File: src/rtl/bcd_down_counter_pkg.sv
// Shared BCD constants, state encoding and helpers for the BCD counter family.
package bcd_down_counter_pkg;

  localparam logic [3:0] BCD_ZERO = 4'd0;
  localparam logic [3:0] BCD_ONE  = 4'd1;
  localparam logic [3:0] BCD_NINE = 4'd9;

  typedef enum logic [1:0] {
    ST_IDLE  = 2'd0,
    ST_RUN   = 2'd1,
    ST_PAUSE = 2'd2,
    ST_DONE  = 2'd3
  } state_t;

  function automatic logic bcd_digit_ok(input logic [3:0] d);
    return d <= BCD_NINE;
  endfunction

endpackage

File: src/rtl/bcd_digit_dec.sv
// One BCD digit of the decrement chain: decrements when a borrow arrives, wrapping 0 to 9.
module bcd_digit_dec
  import bcd_down_counter_pkg::*;
(
  input  logic [3:0] digit_in,
  input  logic       borrow_in,
  output logic [3:0] digit_out,
  output logic       borrow_out
);

  always_comb begin
    borrow_out = borrow_in && (digit_in == BCD_ZERO);
    digit_out  = digit_in;
    if (borrow_in) begin
      digit_out = (digit_in == BCD_ZERO) ? BCD_NINE : digit_in - 4'd1;
    end
  end

endmodule

File: src/rtl/bcd_down_counter.sv
// N-digit BCD countdown timer with prescaler, pause/resume, terminal-count pulse and
// optional auto-reload of the loaded preset.
module bcd_down_counter
  import bcd_down_counter_pkg::*;
#(
  parameter int DIGITS      = 3,
  parameter int PRESCALE    = 1,
  parameter int AUTO_RELOAD = 0
) (
  input  logic                clk,
  input  logic                reset,
  input  logic                load,
  input  logic [4*DIGITS-1:0] load_value,
  input  logic                start,
  input  logic                stop,
  output logic [4*DIGITS-1:0] bcd_out,
  output logic                running,
  output logic                done,
  output logic                load_err
);

  localparam int W  = 4 * DIGITS;
  localparam int PW = (PRESCALE > 1) ? $clog2(PRESCALE) : 1;
  localparam logic [PW-1:0] PRESC_LAST = PW'(PRESCALE - 1);

  state_t          state, state_nxt;
  logic [W-1:0]    count, count_nxt, count_dec;
  logic [W-1:0]    preset, preset_nxt;
  logic [PW-1:0]   presc, presc_nxt;
  logic            done_nxt, err_nxt;
  logic            load_ok;
  logic            tick;
  logic [DIGITS:0] borrow;

  // The borrow out of the top digit is set exactly when the whole count is zero.
  assign borrow[0] = 1'b1;

  for (genvar i = 0; i < DIGITS; i++) begin : g_dec
    bcd_digit_dec u_digit (
      .digit_in  (count[4*i +: 4]),
      .borrow_in (borrow[i]),
      .digit_out (count_dec[4*i +: 4]),
      .borrow_out(borrow[i+1])
    );
  end

  always_comb begin
    load_ok = 1'b1;
    for (int i = 0; i < DIGITS; i++) begin
      if (!bcd_digit_ok(load_value[4*i +: 4])) load_ok = 1'b0;
    end
  end

  assign tick = (presc == PRESC_LAST);

  always_comb begin
    state_nxt  = state;
    count_nxt  = count;
    preset_nxt = preset;
    presc_nxt  = presc;
    done_nxt   = 1'b0;
    err_nxt    = 1'b0;
    if (load) begin
      if (load_ok) begin
        count_nxt  = load_value;
        preset_nxt = load_value;
        presc_nxt  = '0;
        state_nxt  = ST_IDLE;
      end else begin
        err_nxt = 1'b1;
      end
    end else begin
      case (state)
        ST_IDLE: begin
          if (!stop && start && !borrow[DIGITS]) state_nxt = ST_RUN;
        end
        ST_RUN: begin
          if (stop) begin
            state_nxt = ST_PAUSE;
          end else if (tick) begin
            presc_nxt = '0;
            // Terminal count: either reload and keep going, or park at zero in DONE.
            if (count == W'(BCD_ONE)) begin
              done_nxt = 1'b1;
              if (AUTO_RELOAD != 0) begin
                count_nxt = preset;
              end else begin
                count_nxt = '0;
                state_nxt = ST_DONE;
              end
            end else begin
              count_nxt = count_dec;
            end
          end else begin
            presc_nxt = presc + PW'(1);
          end
        end
        ST_PAUSE: begin
          if (!stop && start) state_nxt = ST_RUN;
        end
        default: ;
      endcase
    end
  end

  always_ff @(posedge clk or posedge reset) begin
    if (reset) begin
      state    <= ST_IDLE;
      count    <= '0;
      preset   <= '0;
      presc    <= '0;
      running  <= 1'b0;
      done     <= 1'b0;
      load_err <= 1'b0;
    end else begin
      state    <= state_nxt;
      count    <= count_nxt;
      preset   <= preset_nxt;
      presc    <= presc_nxt;
      running  <= (state_nxt == ST_RUN);
      done     <= done_nxt;
      load_err <= err_nxt;
    end
  end

  assign bcd_out = count;

endmodule

File: config.mk
export PLATFORM = sky130hd
export DESIGN_NAME = bcd_down_counter
export DESIGN_NICKNAME = d
export VERILOG_FILES = /design/src/rtl/bcd_down_counter_pkg.sv /design/src/rtl/bcd_digit_dec.sv /design/src/rtl/bcd_down_counter.sv
export SDC_FILE = /design/constraint.sdc
export NUM_CORES = 1
export LEC_CHECK = 0
export BUFFER_PORTS_ARGS = -buffer_cell sky130_fd_sc_hd__buf_2
export CAP_MARGIN = 10
export CORE_ASPECT_RATIO = 1.75
export CORE_MARGIN = 2
export CORE_UTILIZATION = 30
export DETAILED_ROUTE_END_ITERATION = 16
export PLACE_DENSITY = 0.58
export SLEW_MARGIN = 40
export SYNTH_ARGS = -nofsm -noshare
export SYNTH_HDL_FRONTEND = slang
export SYNTH_SLANG_ARGS = --single-unit
export TNS_END_PERCENT = 10
File: constraint.sdc
create_clock -name clk -period 2.61 [get_ports clk]
set_clock_uncertainty 0.2 [all_clocks]
set_input_delay 0.1305 -clock clk [delete_from_list [all_inputs] [get_ports clk]]
set_output_delay 0.1305 -clock clk [all_outputs]
set_load 0.02 [all_outputs]
==> flow_summary.ini <==
[status]
status = finished with violations
violations = hold timing

[placed_design]
portBuffers = 31
gp_congestion = 0.835
dp.final_hpwl_um = 2630

[yosys]
synth_compound_area_share_pct = 27.6
syn_avg_cell_area_um2 = 9.58
synth_fa_ha_area_share_pct = 7.14
seq_area_frac_synth_pct = 34.7
yosys.area.top_type = dfrtp_1
synth.area.mux_share_pct = 5.31
synthArstFlopShare_pct = 100
synthCells = 128
synth_xor_area_share_pct = 1.43
synth_top_family_by_area = compound AO/OA/AOI/OAI gates
synth_top_flop_cell = dfrtp_1
synth_cell_type_count = 49
synth_edf_count = 0
yosysTopAreaCellShare_pct = 34.7
syn_area_um2 = 1230
yosys_register_bits = 17
netlist_top_cells_area = dfrtp_1, ha_1, nand2_1
yosys.area_share.simple_pct = 20.4
synth_nets = 152
synth_warnings = 0

[critical_path]
worst_setup_path_start_kind = flop
crit_path_max_fanout = 9
worstPathRequired_ns = 2.55
end_kind = flop
worst_ep_arrival_time_ns = 2.37
r2r_slack_ns = 0.18
crit_type = reg -> reg

[detailed_routing]
drt_wl_total_um = 3310
routed_via_density = 5.33
drc = 0
num_vias = 1147
drtIter0Drc = 35
dr.pass1.iters = 4
postRouteAntennaNets = 0
wl_per_cell_um = 15.4

[floorplan]
core_um2 = 3900
die_w_um = 52.3
die_y_um = 88.6
rows = 30
start_util_pct = 31.4
io_pins = 32
die_area_um2 = 4630

[sta]
worst_hold_slack_ns = -0.00299
rsz0062_at_grt = no
period_share_pct = 93.2
slew_headroom_pct = 54.7
setup_viol = 0
fin_crit_ns = 2.43
slew_viol_final = 0
worst_pin_slew_ns = 0.679
tns_ns = 0
fmax_ghz = 0.411
final_hold_viol_count = 2

[pwr]
netSwitchingPower_mw = 0.570
swShare_pct = 44.2
pwr-share-seq_pct = 36.1
power_density_nw_per_um2 = 843
leakagePower_nw = 0.683
peakVddDrop_mv = 0.549
pwr-share-comb_pct = 47.8
internal_power_mw = 0.719
clock_power_share_pct = 16.1

[final_layout]
most-common-layout-cells = buf_2, dfrtp_1, nand2_1, nor2_1, inv_1
final_common_cell = buf_2
regArea_um2 = 425
syn_to_final_growth_pct = 24.7
multi_input_area_um2 = 758
utilization_pct = 39.2
nFillCells = 422
nets = 192
antenna_cells = 0
final_layout_size_suffix_gt1_share_pct = 28.7

[clocking]
post-cts-setup-buffers = 0
cts_tree = built
cts-root-buf = clkbuf_8
clkLatencyLatePin_ns = 0.26
clockBufferDepth = 2
clk_pin_slew_ns = 0.08
clkSinkCount = 17
cts_max_level = 1
cts_buffers = 3

[global_routing]
grt_pass1_vias = 1174
grt_use_total_pct = 15.5
antenna_found_initial = 0
grt_max_degree = 21
grt_pass1_wl_um = 5380
grt_overflow_total = 0

[hold_path]
hold_path_class = in -> reg

[flow_run]
maxCapViolCount = 0
## layout make-up
class                   instances  area share [%]
flip-flops and latches         17            27.8
clock buffers                   3            2.70
well taps                      48            3.93
repair buffers                 37            13.4
clock inverters                 1           0.327
inverters                       9            2.21
multi-input cells             100            49.6
## logic make-up (layout without fill, tap and decap cells)
logic type,Yosys count,count (layout)
simple gates,44,44
compound gates,41,41
flops,17,17
buf+inv,11,50
fa+ha+maj,7,7
mux,6,6
xor+xnor,2,2
## power groups by stage
| stage | Sequential [mW] | Clock [mW] | Combinational, mW |
|---|---|---|---|
| 6_report | 0.465 | 0.207 | 0.616 |
| 5_1_grt | 0.482 | 0.223 | 0.685 |
| 4_1_cts | 0.464 | 0.211 | 0.622 |
| 3_5_place_dp | 0.469 | 0 | 0.617 |
| 3_3_place_gp | 0.463 | 0 | 0.607 |
| 2_1_floorplan | 0.545 | 0 | 0.341 |
## routing by layer
layer	wire (µm)	global-route usage, %
met4	96	7.23
met2	1870	28.6
met3	95	1.69
met5	0	0
met1	1250	17.0
## synthesized netlist by cell type, drive strengths merged, types with 2 or more instances
cell      n
mux2i     2
o21ai     8
inv       9
a2bb2oi   2
nor3b     4
nor2     11
nor3      4
buf       2
a21oi     6
a211oi    3
a21boi    2
and2      3
nand2    12
o31ai     2
dfrtp    17
o211ai    2
mux2      4
xnor2     2
a32oi     2
ha        7
o32a      2
nand3     3
## sequential cells by signal, indices dropped and copies added, names as in the netlist
| name | cells |
|---|---|
| load_err | 1 |
| running | 1 |
| done | 1 |
| bcd_out | 12 |
| state | 2 |
## critical path: stages, from the launching register on
cell	delay (ns)
dfrtp_1	0.41
inv_1	0.11
ha_1	0.17
nor3b_4	0.42
a31oi_4	0.25
a211oi_4	0.40
mux2_1	0.35
## final timing paths
| check | start | end | cells past startpoint |
|---|---|---|---|
| max in group asynchronous | reset | bcd_out[0] | 3 |
| worst min-delay path | load_value[5] | bcd_out[5] | 3 |
| min in group asynchronous | reset | load_err | 3 |
| worst max register to register | bcd_out[4] | bcd_out[8] | 6 |
| worst max-delay path | bcd_out[4] | bcd_out[8] | 6 |
| worst min register to register | bcd_out[4] | bcd_out[4] | 1 |
## stage by stage
step / hold WS (ns) / power [mW] / setup slack (ns) / instances / cell area (µm²)
2_1_floorplan: -0.143 / 0.886 / 0.313 / 128 / 1230
3_3_place_gp: 0.0669 / 1.07 / 0.267 / 209 / 1460
3_5_place_dp: 0.0804 / 1.09 / 0.203 / 209 / 1460
4_1_cts: 0.000779 / 1.30 / 0.177 / 215 / 1530
5_1_grt: 0.0296 / 1.39 / 0.0181 / 215 / 1530
6_report: -0.00299 / 1.29 / 0.177 / 215 / 1530
## repair_timing
action	CTS	global route
endpoints found under the hold margin	18	0
endpoints found under the setup margin	0	0
hold buffers	2	0
resized for setup	0	0
Note: power is estimated with default switching activity, not from simulation.
